**config.mk**
```make
export PLATFORM = sky130hd
export DESIGN_NAME = pm_row_sched
export DESIGN_NICKNAME = d
export VERILOG_FILES = /design/src/rtl/pm_row_sched.sv
export SDC_FILE = /design/constraint.sdc
export NUM_CORES = 1
export LEC_CHECK = 0
export CAP_MARGIN = 30
export CORE_MARGIN = 2
export CORE_UTILIZATION = 58
export CTS_CLUSTER_SIZE = 30
export DETAILED_ROUTE_END_ITERATION = 16
export GPL_ROUTABILITY_DRIVEN = 0
export PLACE_DENSITY = 0.91
export SKIP_CTS_REPAIR_TIMING = 1
export SYNTH_ARGS = -nofsm -noshare
export SYNTH_HDL_FRONTEND = slang
export SYNTH_SLANG_ARGS = --single-unit
```
**constraint.sdc**
```tcl
create_clock -name clk -period 7.7 [get_ports clk]
set_input_delay 1.54 -clock clk [delete_from_list [all_inputs] [get_ports clk]]
set_output_delay 1.54 -clock clk [all_outputs]
set_load 0.005 [all_outputs]
```
**src/rtl/pm_row_sched.sv**
```systemverilog
// rtl/pm_row_sched.sv - row scheduler feeding parallel_mult, with a credit-limited result FIFO
// Rows are issued only while FIFO entries plus in-flight rows leave room, so results never drop.
module pm_row_sched #(
  parameter int ADDR_W     = 10,
  parameter int MULT_LAT   = 2,
  parameter int FIFO_DEPTH = 4
) (
  input  logic              clk,
  input  logic              rst,
  input  logic              start,
  input  logic [ADDR_W-1:0] base_addr,
  input  logic [7:0]        num_rows,
  output logic              busy,
  output logic              done,
  output logic              w_rd,
  output logic [ADDR_W-1:0] w_addr,
  input  logic [15:0]       w_data,
  output logic              pm_en,
  output logic [15:0]       pm_weight_bits,
  input  logic [15:0]       pm_final_out,
  output logic              res_valid,
  input  logic              res_ready,
  output logic [15:0]       res_data,
  output logic [7:0]        res_idx
);

  localparam int PW = $clog2(FIFO_DEPTH);
  localparam int CW = PW + 1;
  localparam logic [CW:0] DEPTH_C = (CW+1)'(FIFO_DEPTH);

  localparam logic [1:0] S_IDLE  = 2'd0;
  localparam logic [1:0] S_RUN   = 2'd1;
  localparam logic [1:0] S_DRAIN = 2'd2;
  localparam logic [1:0] S_FIN   = 2'd3;

  logic [1:0]             state_q, state_d;
  logic [ADDR_W-1:0]      base_q, base_d;
  logic [7:0]             num_q, num_d;
  logic [7:0]             issued_q, issued_d;
  logic [CW-1:0]          inflight_q, inflight_d;
  logic [CW-1:0]          count_q, count_d;
  logic [PW-1:0]          wr_ptr_q, rd_ptr_q;
  logic [MULT_LAT:0]      tap_v_q;
  logic [MULT_LAT:0][7:0] tap_idx_q;
  logic [15:0]            fifo_data_q [FIFO_DEPTH];
  logic [7:0]             fifo_idx_q  [FIFO_DEPTH];
  logic                   fifo_wr, fifo_rd;
  logic [CW:0]            occupancy;

  assign fifo_wr   = tap_v_q[MULT_LAT];
  assign res_valid = (count_q != '0);
  assign fifo_rd   = res_valid & res_ready;

  // An entry popped this cycle frees its slot before any newly issued row can land.
  assign occupancy = {1'b0, count_q} + {1'b0, inflight_q} - {{CW{1'b0}}, fifo_rd};

  assign w_rd   = (state_q == S_RUN) && (issued_q < num_q) && (occupancy < DEPTH_C);
  assign w_addr = w_rd ? (base_q + ADDR_W'(issued_q)) : '0;

  assign pm_en          = tap_v_q[0];
  assign pm_weight_bits = pm_en ? w_data : '0;

  assign res_data = res_valid ? fifo_data_q[rd_ptr_q] : '0;
  assign res_idx  = res_valid ? fifo_idx_q[rd_ptr_q] : '0;
  assign busy     = (state_q == S_RUN) || (state_q == S_DRAIN);
  assign done     = (state_q == S_FIN);

  always_comb begin
    state_d  = state_q;
    base_d   = base_q;
    num_d    = num_q;
    issued_d = issued_q;
    case (state_q)
      S_IDLE: begin
        if (start) begin
          base_d   = base_addr;
          num_d    = num_rows;
          issued_d = '0;
          state_d  = (num_rows == 8'd0) ? S_FIN : S_RUN;
        end
      end
      S_RUN: begin
        if (w_rd) begin
          issued_d = issued_q + 8'd1;
          if (issued_q == num_q - 8'd1) state_d = S_DRAIN;
        end
      end
      S_DRAIN: begin
        if (inflight_q == '0 && (count_q == '0 || (count_q == CW'(1) && fifo_rd)))
          state_d = S_FIN;
      end
      default: state_d = S_IDLE;
    endcase
    inflight_d = inflight_q + CW'(w_rd) - CW'(fifo_wr);
    count_d    = count_q + CW'(fifo_wr) - CW'(fifo_rd);
  end

  always_ff @(posedge clk or posedge rst) begin
    if (rst) begin
      state_q    <= S_IDLE;
      base_q     <= '0;
      num_q      <= '0;
      issued_q   <= '0;
      inflight_q <= '0;
      count_q    <= '0;
      wr_ptr_q   <= '0;
      rd_ptr_q   <= '0;
      tap_v_q    <= '0;
      tap_idx_q  <= '0;
    end else begin
      state_q    <= state_d;
      base_q     <= base_d;
      num_q      <= num_d;
      issued_q   <= issued_d;
      inflight_q <= inflight_d;
      count_q    <= count_d;
      wr_ptr_q   <= wr_ptr_q + PW'(fifo_wr);
      rd_ptr_q   <= rd_ptr_q + PW'(fifo_rd);
      // Stage 0 lines up with pm_en; the last stage lines up with a valid FinalOut.
      tap_v_q    <= {tap_v_q[MULT_LAT-1:0], w_rd};
      tap_idx_q  <= {tap_idx_q[MULT_LAT-1:0], issued_q};
    end
  end

  always_ff @(posedge clk) begin
    if (fifo_wr) begin
      fifo_data_q[wr_ptr_q] <= pm_final_out;
      fifo_idx_q[wr_ptr_q]  <= tap_idx_q[MULT_LAT];
    end
  end

endmodule

```
After elaboration in Yosys (flattened, before gate mapping)
Memories as Yosys holds them, arrays and structs flattened.
Index checks and enable logic that the tools add are counted.
{"block": "totals", "ff_bits": 65, "mem_bits_rw": 96, "inputBits": 54, "output_inout_bits": 55, "n_memories": 2}
{"name": "fifo_data_q", "words": 4, "word_bits": 16, "rd": 1, "rd_ports_with_merged_regs": 0, "wr": 1, "line_no": "45", "source": "logic [15:0] fifo_data_q [FIFO_DEPTH];"}
{"name": "fifo_idx_q", "words": 4, "word_bits": 8, "rd": 1, "rd_ports_with_merged_regs": 0, "wr": 1, "line_no": "46", "source": "logic [7:0] fifo_idx_q [FIFO_DEPTH];"}
{"block": "classes", "add_sub_neg": 11, "magnitude_cmp": 2, "n_eq_ne": 9, "n_mux": 15, "bitwise_logic": 1, "n_reduce_logical": 15}
{"cell": "two-way mux 16 bit", "n": 2}
{"cell": "two-way mux 8 bit", "n": 3}
{"cell": "case mux 8 bit (2 select lines)", "n": 1}
{"cell": "adder 10 x 8 -> 10 bit", "n": 1}
{"cell": "two-way mux 10 bit", "n": 1}
{"cell": "two-way mux 2 bit", "n": 5}
{"cell": "adder 8 x 1 -> 8 bit (second input constant)", "n": 1}
{"cell": "equality test 8 bit", "n": 1}
{"cell": "zero test 8 bit", "n": 1}
{"cell": "< comparator 8 bit", "n": 1}
{"cell": "subtractor 8 x 1 -> 8 bit (second input constant)", "n": 1}
{"cell": "adder 3 x 1 -> 3 bit", "n": 2}
{"cell": "zero test 3 bit", "n": 2}
{"cell": "case mux 2 bit (3 select lines)", "n": 1}
{"cell": "subtractor 3 x 1 -> 3 bit", "n": 2}
{"cell": "adder 2 x 1 -> 2 bit", "n": 2}
{"cell": "adder 3 x 3 -> 4 bit", "n": 1}
{"cell": "equality test 2 bit (second input constant)", "n": 2}
{"cell": "logical AND 1 bit", "n": 4}
{"cell": "< comparator 4 x 3 -> 1 bit (second input constant)", "n": 1}
{"cell": "inequality test 2 x 1 -> 1 bit (second input constant)", "n": 2}
{"cell": "inequality test 2 bit (second input constant)", "n": 2}
{"cell": "AND reduction 4 bit", "n": 1}
{"cell": "subtractor 4 x 1 -> 4 bit", "n": 1}
{"cell": "other kinds (10)", "n": 12}

Longest topological paths before layout
Gate-level depths: netlist (run 1).
{"block": "logic_depth", "depth_word": 7, "depth_mapped": 13, "depth_no_buf": 13}

Least setup slack after synthesis (run 1)
Ideal clock, no wire load.
{"block": "synth_path", "path_type": "input -> output", "startpoint": "input port res_ready", "endpoint": "output port w_addr[4]", "arrival_time_ns": 3.455, "required_time_ns": 6.160, "slack_ns": 2.705, "path_stages": 10, "path_cell_list": "nand2b_1 -> or2_2 -> ha_1 -> nand2_1 -> nand2_1 -> a21o_1 -> a211o_1 -> or2_4 -> clkbuf_1 -> nor3_1"}
{"block": "synth_via", "elab_chain_cells": 5}
{"element": "start: declaration", "line_no": "22", "source": "input logic res_ready,"}
{"element": "bitwise AND 1 bit", "line_no": "52", "source": "assign fifo_rd = res_valid & res_ready;"}
{"element": "subtractor 4 x 1 -> 4 bit", "line_no": "55", "source": "assign occupancy = {1'b0, count_q} + {1'b0, inflight_q} - {{CW{1'b0}}, fifo_rd};"}
{"element": "< comparator 4 x 3 -> 1 bit", "line_no": "57", "source": "assign w_rd = (state_q == S_RUN) && (issued_q < num_q) && (occupancy < DEPTH_C);"}
{"element": "logical AND 1 bit", "line_no": "57"}
{"element": "two-way mux 10 bit", "line_no": "58", "source": "assign w_addr = w_rd ? (base_q + ADDR_W'(issued_q)) : '0;"}
{"element": "end: declaration", "line_no": "16", "source": "output logic [ADDR_W-1:0] w_addr,"}
No other way between the ends.

Worst setup path in the final report (run 1)
{"block": "layout_path", "startpoint": "input port res_ready", "endpoint": "output port w_addr[1]"}
The elaborated chain is that of the path after synthesis.

==> impl_metrics.xml, run 1 <==
<?xml version="1.0" encoding="UTF-8"?>
<metrics>
  <group name="run_status">
    <metric name="run_status" unit="">completed</metric>
  </group>
  <group name="logic_synthesis">
    <metric name="synth_area_leader_cell" unit="">edfxtp_1</metric>
    <metric name="synth_seq_cells" unit="">161</metric>
    <metric name="syn_nets" unit="">572</metric>
    <metric name="synth_top_cells_by_count" unit="">96 x edfxtp_1, 65 x dfrtp_1, 44 x and2_1</metric>
    <metric name="number_of_warnings_reported_in_the_yosys_synthesis_log" unit="">0</metric>
    <metric name="syn-cell-area" unit="µm²">7180</metric>
    <metric name="postSynth.asyncResetShare" unit="%">40.4</metric>
    <metric name="yosysTopAreaCellShare" unit="%">40.1</metric>
    <metric name="post_synth_inst_count" unit="">485</metric>
    <metric name="synth.distinct_cells" unit="">56</metric>
    <metric name="synth.top_cells.by_area" unit="">edfxtp_1 40%, dfrtp_1 23%, mux4_2 7.5%</metric>
    <metric name="synthMostInstantiatedCell" unit="">edfxtp_1</metric>
    <metric name="syn-mean-instance-area" unit="µm²">14.8</metric>
    <metric name="synth_enable_flop_cells" unit="">96</metric>
    <metric name="ys_seq_area_share" unit="%">62.8</metric>
    <metric name="postSynth.topFlopCell" unit="">edfxtp_1</metric>
  </group>
  <group name="worst_setup_path">
    <metric name="worstSetupEndpointType" unit="">output port</metric>
    <metric name="crit_buf_inv" unit="">3</metric>
    <metric name="r2r_slack" unit="ps">4520</metric>
    <metric name="crit_path_top_delay_cell" unit="">clkdlybuf4s50_1</metric>
    <metric name="crit_path_start" unit="">res_ready</metric>
    <metric name="delay_heaviest_family_cp" unit="">buffers and inverters</metric>
    <metric name="critical_path_end" unit="">w_addr[1]</metric>
    <metric name="timing.critical_path.depth" unit="">12</metric>
    <metric name="crit_type" unit="">in2out</metric>
    <metric name="path_cells" unit="">clkdlybuf4s50_1 &gt; nand2b_1 &gt; or2_2 &gt; ha_1 &gt; nand2_1 &gt; nand2_1 &gt; a21o_1 &gt; a211o_1 &gt; or2_4 &gt; inv_2 &gt; and2_1 &gt; clkdlybuf4s50_1</metric>
    <metric name="cp_data_arrival_time" unit="ps">4660</metric>
    <metric name="reg2regPathDepth" unit="">11</metric>
    <metric name="crit-reg2reg-capture" unit="">inflight_q[1]$_DFF_PP0_</metric>
    <metric name="critical_path.startpoint_type" unit="">input port</metric>
    <metric name="r2r_start" unit="">count_q[1]$_DFF_PP0_</metric>
    <metric name="critPathRequiredTime" unit="ps">6160</metric>
    <metric name="cp_max_fo" unit="">13</metric>
    <metric name="critical-path-max-stage-delay" unit="ps">530</metric>
  </group>
  <group name="detailed_routing">
    <metric name="routed_wl" unit="µm">14800</metric>
    <metric name="drt_first_iter_violations" unit="">340</metric>
    <metric name="via_density_per_instance" unit="">5.72</metric>
    <metric name="route.antenna.remaining_nets" unit="">0</metric>
    <metric name="routed-via-count" unit="">4483</metric>
    <metric name="drt_pass1_iterations" unit="">5</metric>
    <metric name="drc" unit="">0</metric>
    <metric name="routed_wire_length_per_instance" unit="µm">18.8</metric>
  </group>
  <group name="timing">
    <metric name="clock-skew-final" unit="ps">7.70</metric>
    <metric name="final-setup-viol-count" unit="">0</metric>
    <metric name="min_period_over_period" unit="%">80.5</metric>
    <metric name="setup_tns" unit="ps">0</metric>
    <metric name="tightestPinTransition" unit="ps">885</metric>
    <metric name="timing.slew.headroom" unit="%">41.0</metric>
    <metric name="grt_setup_unrepaired" unit="">no</metric>
    <metric name="final_hold_viol_count" unit="">0</metric>
    <metric name="fin_crit" unit="ps">6200</metric>
    <metric name="final-max-slew-violation-count" unit="">0</metric>
    <metric name="holdWs" unit="ps">343</metric>
    <metric name="timing.fmax" unit="MHz">161</metric>
  </group>
  <group name="floorplan">
    <metric name="floorplan.initialDensity" unit="%">59.5</metric>
    <metric name="dieArea" unit="µm²">13300</metric>
    <metric name="dieWidth" unit="µm">115</metric>
    <metric name="core_area" unit="µm²">12100</metric>
    <metric name="overall_die_height" unit="µm">115</metric>
    <metric name="ioPinCount" unit="">109</metric>
    <metric name="placementRows" unit="">40</metric>
  </group>
  <group name="placed_design">
    <metric name="io_buffer_count" unit="">108</metric>
    <metric name="detailed_placement_hpwl" unit="µm">10100</metric>
  </group>
  <group name="clock_tree">
    <metric name="cts_htree_levels" unit="">4</metric>
    <metric name="clk-insertion-delay-late" unit="ps">420</metric>
    <metric name="max-clock-path-buffers" unit="">2</metric>
    <metric name="tritoncts.num_buffers" unit="">17</metric>
    <metric name="numClockSinks" unit="">161</metric>
    <metric name="cts_tree" unit="">built</metric>
    <metric name="clockRootBuffer" unit="">clkbuf_16</metric>
    <metric name="clk_transition_reported_paths" unit="ps">60</metric>
  </group>
  <group name="final_layout">
    <metric name="area_added_between_synthesis_and_finish" unit="%">26.4</metric>
    <metric name="layout-drive-gt1-share" unit="%">14.1</metric>
    <metric name="regArea" unit="µm²">4510</metric>
    <metric name="insertedDiodeCount" unit="">0</metric>
    <metric name="num-fill-cells" unit="">730</metric>
    <metric name="multi_input_comb_area" unit="µm²">2510</metric>
    <metric name="final_nets" unit="">691</metric>
  </group>
  <group name="min_path">
    <metric name="min_path_type" unit="">reg2reg</metric>
  </group>
  <group name="pwr">
    <metric name="power.leakage" unit="nW">3.47</metric>
    <metric name="powerDensity" unit="nW/µm²">253</metric>
    <metric name="totalPowerFinal" unit="mW">2.30</metric>
    <metric name="maximum_vdd_drop" unit="mV">0.147</metric>
  </group>
  <group name="grt">
    <metric name="grt_use_total" unit="%">24.1</metric>
    <metric name="grt.overflow.total" unit="">0</metric>
    <metric name="grt_pass1_wl" unit="µm">23900</metric>
    <metric name="grt_pass1_vias" unit="">4761</metric>
    <metric name="grt_start_max_net_pins" unit="">66</metric>
    <metric name="antenna_found_initial" unit="">0</metric>
  </group>
  <group name="run">
    <metric name="max_cap_viol_count" unit="">0</metric>
  </group>
</metrics>
==> power breakdown <==
group	total (mW)	leakage (nW)	switching (mW)	internal (mW)
sequential	0.995	1.62	0.0674	0.928
clock	0.775	0.254	0.329	0.445
combinational	0.529	1.60	0.185	0.344
total	2.30	3.47	0.582	1.72
==> layout by cell type, fill, tap and decap left out, types with 3 or more instances in the layout <==
cell and n:
clkdlybuf4s50_1 108, edfxtp_1 96, dfrtp_1 64, and2_1 44
ha_1 30, inv_1 28, mux4_2 24, mux2_2 19
nor2_1 18, clkbuf_16 17, xnor2_1 14, nand2_1 14
a21oi_1 14, nor3_1 9, a21o_1 8, xor2_1 7
o21ai_0 7, nand3_1 7, nand2b_1 6, nor4_1 4
mux2i_1 4, o2bb2ai_1 4, clkinvlp_4 4, inv_6 4
nor2b_1 3, a31oi_1 3, a211o_1 3, fa_1 3
clkbuf_1 3, buf_16 3, buf_4 3
==> layer usage <==
layer	part of all wire [%]	routed length (µm)	track usage, %	vias up
met5	0	0	0	-
met4	2.5	366	8.76	0
met3	6.4	948	6.85	36
met2	52	7630	42.2	199
met1	39	5820	28.5	2216
li1	-	-	-	2032
==> cell families (layout without fill, tap and decap cells) <==
family | Yosys count | after routing | share of synthesized area, %
DFF | 161 | 161 | 62.8
and+or+nand+nor | 123 | 123 | 9.60
AOI/OAI and AO/OA | 55 | 55 | 5.37
muxes | 47 | 47 | 11.1
buffers and inverters | 44 | 175 | 2.32
adders and majority gates | 33 | 33 | 6.06
xor gates and xnor gates | 22 | 22 | 2.79
==> flip-flops by register name, indices dropped and copies added (netlist names) <==
name         count
state_q          2
fifo_idx_q      32
base_q          10
inflight_q       3
tap_v_q          3
rd_ptr_q         2
num_q            8
tap_idx_q       24
fifo_data_q     64
issued_q         8
wr_ptr_q         2
count_q          3
==> how the worst min path moves through the flow <==
stage,startpoint,to,slack [ps],depth (start not counted)
3_5_place_dp,tap_idx_q[8]$_DFF_PP0_,tap_idx_q[16]$_DFF_PP0_,330,0
4_1_cts,tap_idx_q[14]$_DFF_PP0_,tap_idx_q[22]$_DFF_PP0_,340,0
5_1_grt,tap_idx_q[2]$_DFF_PP0_,tap_idx_q[10]$_DFF_PP0_,350,0
6_report,tap_idx_q[14]$_DFF_PP0_,tap_idx_q[22]$_DFF_PP0_,340,0
2_1_floorplan,tap_idx_q[2]$_DFF_PP0_,tap_idx_q[10]$_DFF_PP0_,330,0
3_3_place_gp,tap_idx_q[12]$_DFF_PP0_,tap_idx_q[20]$_DFF_PP0_,330,0
==> layout make-up <==
class	count	area share, %
multi-input cells	280	27.7
clock buffers	20	4.81
repair buffers	114	13.1
well taps	168	2.32
inverters	30	1.24
flip-flops and latches	161	49.7
clock inverters	11	1.16
==> metrics by stage <==
step | instances | setup slack, ps | area [µm²] | util, %
after detailed placement | 753 | 1530 | 8530 | 70.7
after CTS | 784 | 1500 | 9070 | 75.2
final | 784 | 1500 | 9070 | 75.2
after floorplan | 485 | 2710 | 7180 | -
after global placement | 750 | 1590 | 8450 | 70.1
after global routing | 784 | 1320 | 9070 | 75.2
Power figures use the tool's default switching activity.
==> run 2, diff against run 1 <==
--- a/config.mk
+++ b/config.mk
@@ -7,11 +7,11 @@
 export LEC_CHECK = 0
 export CAP_MARGIN = 30
 export CORE_MARGIN = 2
-export CORE_UTILIZATION = 58
+export CORE_UTILIZATION = 54
 export CTS_CLUSTER_SIZE = 30
 export DETAILED_ROUTE_END_ITERATION = 16
 export GPL_ROUTABILITY_DRIVEN = 0
-export PLACE_DENSITY = 0.91
+export PLACE_DENSITY = 0.86
 export SKIP_CTS_REPAIR_TIMING = 1
 export SYNTH_ARGS = -nofsm -noshare
 export SYNTH_HDL_FRONTEND = slang
==> constraint.sdc (replaced) <==
create_clock -name clk -period 6.5 [get_ports clk]
set_input_delay 1.3 -clock clk [delete_from_list [all_inputs] [get_ports clk]]
set_output_delay 1.3 -clock clk [all_outputs]
set_load 0.005 [all_outputs]
==> run 2 against run 1 <==
Sequential power rose by 19%. Core utilization down 6.2 points. Cell count up 1.1%. Sequential cell count stayed put. First-iteration DRC count is 16% lower. Power grew 20%. Clock power grew 23%. Largest cell class unchanged.
==> impl_metrics.xml, run 2 (synthesized netlist as in run 1, its figures left out) <==
<?xml version="1.0" encoding="UTF-8"?>
<metrics>
  <group name="run_status">
    <metric name="run_status" unit="">completed</metric>
  </group>
  <group name="timing">
    <metric name="clock-skew-final" unit="ps">6.98</metric>
    <metric name="final_hold_viol_count" unit="">0</metric>
    <metric name="tightestPinTransition" unit="ps">880</metric>
    <metric name="final-setup-viol-count" unit="">0</metric>
    <metric name="grt_setup_unrepaired" unit="">no</metric>
    <metric name="fin_crit" unit="ps">5770</metric>
    <metric name="timing.fmax" unit="MHz">173</metric>
    <metric name="final-max-slew-violation-count" unit="">0</metric>
    <metric name="setup_tns" unit="ps">0</metric>
    <metric name="timing.slew.headroom" unit="%">41.3</metric>
    <metric name="min_period_over_period" unit="%">88.8</metric>
  </group>
  <group name="worst_setup_path">
    <metric name="cp_data_arrival_time" unit="ps">4470</metric>
    <metric name="critical_path.startpoint_type" unit="">input port</metric>
    <metric name="crit_type" unit="">in2out</metric>
    <metric name="cp_max_fo" unit="">13</metric>
    <metric name="worstSetupEndpointType" unit="">output port</metric>
    <metric name="critPathRequiredTime" unit="ps">5200</metric>
  </group>
  <group name="pwr">
    <metric name="totalPowerFinal" unit="mW">2.75</metric>
    <metric name="powerDensity" unit="nW/µm²">303</metric>
    <metric name="maximum_vdd_drop" unit="mV">0.179</metric>
    <metric name="power.leakage" unit="nW">3.49</metric>
  </group>
  <group name="final_layout">
    <metric name="final_nets" unit="">691</metric>
    <metric name="finalInstanceArea" unit="µm²">9070</metric>
    <metric name="flip_flop_count_of_the_largest_register_all_copies_and_words_added" unit="">64</metric>
    <metric name="multi_input_comb_area" unit="µm²">2510</metric>
    <metric name="layout.cells.most_common_list" unit="">108 x clkdlybuf4s50_1, 96 x edfxtp_1, 64 x dfrtp_1</metric>
    <metric name="postLayoutCoreUtil" unit="%">69.0</metric>
    <metric name="layout.cells.most_common" unit="">clkdlybuf4s50_1</metric>
    <metric name="layout-drive-gt1-share" unit="%">14.7</metric>
    <metric name="area_added_between_synthesis_and_finish" unit="%">26.3</metric>
    <metric name="regArea" unit="µm²">4510</metric>
    <metric name="num-fill-cells" unit="">907</metric>
    <metric name="reg_top3" unit="">fifo_data_q x64, fifo_idx_q x32, tap_idx_q x24</metric>
    <metric name="insertedDiodeCount" unit="">0</metric>
    <metric name="instances_no_fill" unit="">793</metric>
    <metric name="registers.top_by_ff_count" unit="">fifo_data_q</metric>
  </group>
  <group name="floorplan">
    <metric name="dieWidth" unit="µm">119</metric>
    <metric name="dieArea" unit="µm²">14200</metric>
    <metric name="placementRows" unit="">42</metric>
    <metric name="ioPinCount" unit="">109</metric>
    <metric name="floorplan.initialDensity" unit="%">54.7</metric>
    <metric name="core_area" unit="µm²">13100</metric>
    <metric name="overall_die_height" unit="µm">119</metric>
  </group>
  <group name="placed_design">
    <metric name="detailed_placement_hpwl" unit="µm">9120</metric>
    <metric name="dp_cells" unit="">761</metric>
    <metric name="io_buffer_count" unit="">108</metric>
    <metric name="dpl-instance-area" unit="µm²">8500</metric>
  </group>
  <group name="clock_tree">
    <metric name="cts_tree" unit="">built</metric>
    <metric name="numClockSinks" unit="">161</metric>
    <metric name="cts_htree_levels" unit="">4</metric>
    <metric name="clockRootBuffer" unit="">clkbuf_16</metric>
    <metric name="clk_transition_reported_paths" unit="ps">60</metric>
    <metric name="tritoncts.num_buffers" unit="">17</metric>
    <metric name="max-clock-path-buffers" unit="">2</metric>
    <metric name="clk-insertion-delay-late" unit="ps">430</metric>
  </group>
  <group name="detailed_routing">
    <metric name="routed-via-count" unit="">4432</metric>
    <metric name="route.antenna.remaining_nets" unit="">0</metric>
    <metric name="via_density_per_instance" unit="">5.59</metric>
    <metric name="drt_pass1_iterations" unit="">5</metric>
    <metric name="drt_first_iter_violations" unit="">284</metric>
    <metric name="routed_wire_length_per_instance" unit="µm">17.6</metric>
    <metric name="routed_wl" unit="µm">13900</metric>
    <metric name="drc" unit="">0</metric>
  </group>
  <group name="grt">
    <metric name="grt.overflow.total" unit="">0</metric>
    <metric name="antenna_found_initial" unit="">0</metric>
    <metric name="grt_pass1_wl" unit="µm">22900</metric>
    <metric name="grt_start_max_net_pins" unit="">66</metric>
    <metric name="grt_pass1_vias" unit="">4666</metric>
    <metric name="grt_use_total" unit="%">21.0</metric>
  </group>
  <group name="run">
    <metric name="max_cap_viol_count" unit="">0</metric>
  </group>
  <group name="min_path">
    <metric name="min_path_type" unit="">reg2reg</metric>
  </group>
</metrics>
## run 2: changes by cell type in the layout (fill, tap and decap cells not counted), sizes merged
cell and change:
clkinv +5, clkinvlp -3, clkbuf -2, inv +1
## run 2: critical path, cell delays in order
cell,delay (ps)
clkdlybuf4s50_1,530
nand2b_1,100
or2_2,280
ha_1,280
nand2_1,70
nand2_1,80
a21o_1,170
a211o_1,390
or2_4,340
inv_2,240
and2_1,190
clkdlybuf4s50_1,500
## run 2: per-stage QoR
| stage | worst slack (ps) | hold slack (ps) |
|---|---|---|
| 3_5_place_dp | 782 | 335 |
| 2_1_floorplan | 1990 | 331 |
| 4_1_cts | 742 | 348 |
| 6_report | 726 | 347 |
| 3_3_place_gp | 848 | 331 |
| 5_1_grt | 574 | 350 |
## run 2: layer usage
layer | up-vias | wire, µm | global-route usage, %
met3 | 13 | 787 | 5.84
met5 | - | 0 | 0
met2 | 150 | 7360 | 36.5
met4 | 0 | 138 | 5.96
li1 | 2032 | - | -
met1 | 2237 | 5640 | 25.9
## run 2: final timing paths
kind	startpoint	end	slack (ps)	depth (start not counted)
worst min register to register	tap_idx_q[1]$_DFF_PP0_	tap_idx_q[9]$_DFF_PP0_	350	0
min in group asynchronous	rst	base_q[8]$_DFFE_PP0P_	1420	3
worst max register to register	count_q[1]$_DFF_PP0_	inflight_q[1]$_DFF_PP0_	3300	11
max in group asynchronous	rst	rd_ptr_q[0]$_DFF_PP0_	4480	3
worst min-delay path	tap_idx_q[1]$_DFF_PP0_	tap_idx_q[9]$_DFF_PP0_	350	0
worst max-delay path	res_ready	w_addr[1]	730	12
## run 2: cell type report
class	count	area share [%]
sequential	161	49.7
multi-input combinational	280	27.7
timing repair buffer	114	12.6
clock buffer	18	4.84
tap	176	2.43
clock inverter	14	1.42
inverter	30	1.24
## run 2: where the power goes
part	internal (mW)	total [mW]	leakage, nW	switching (mW)
clock	0.543	0.954	0.284	0.411
combinational	0.407	0.620	1.59	0.213
sequential	1.10	1.18	1.62	0.0793
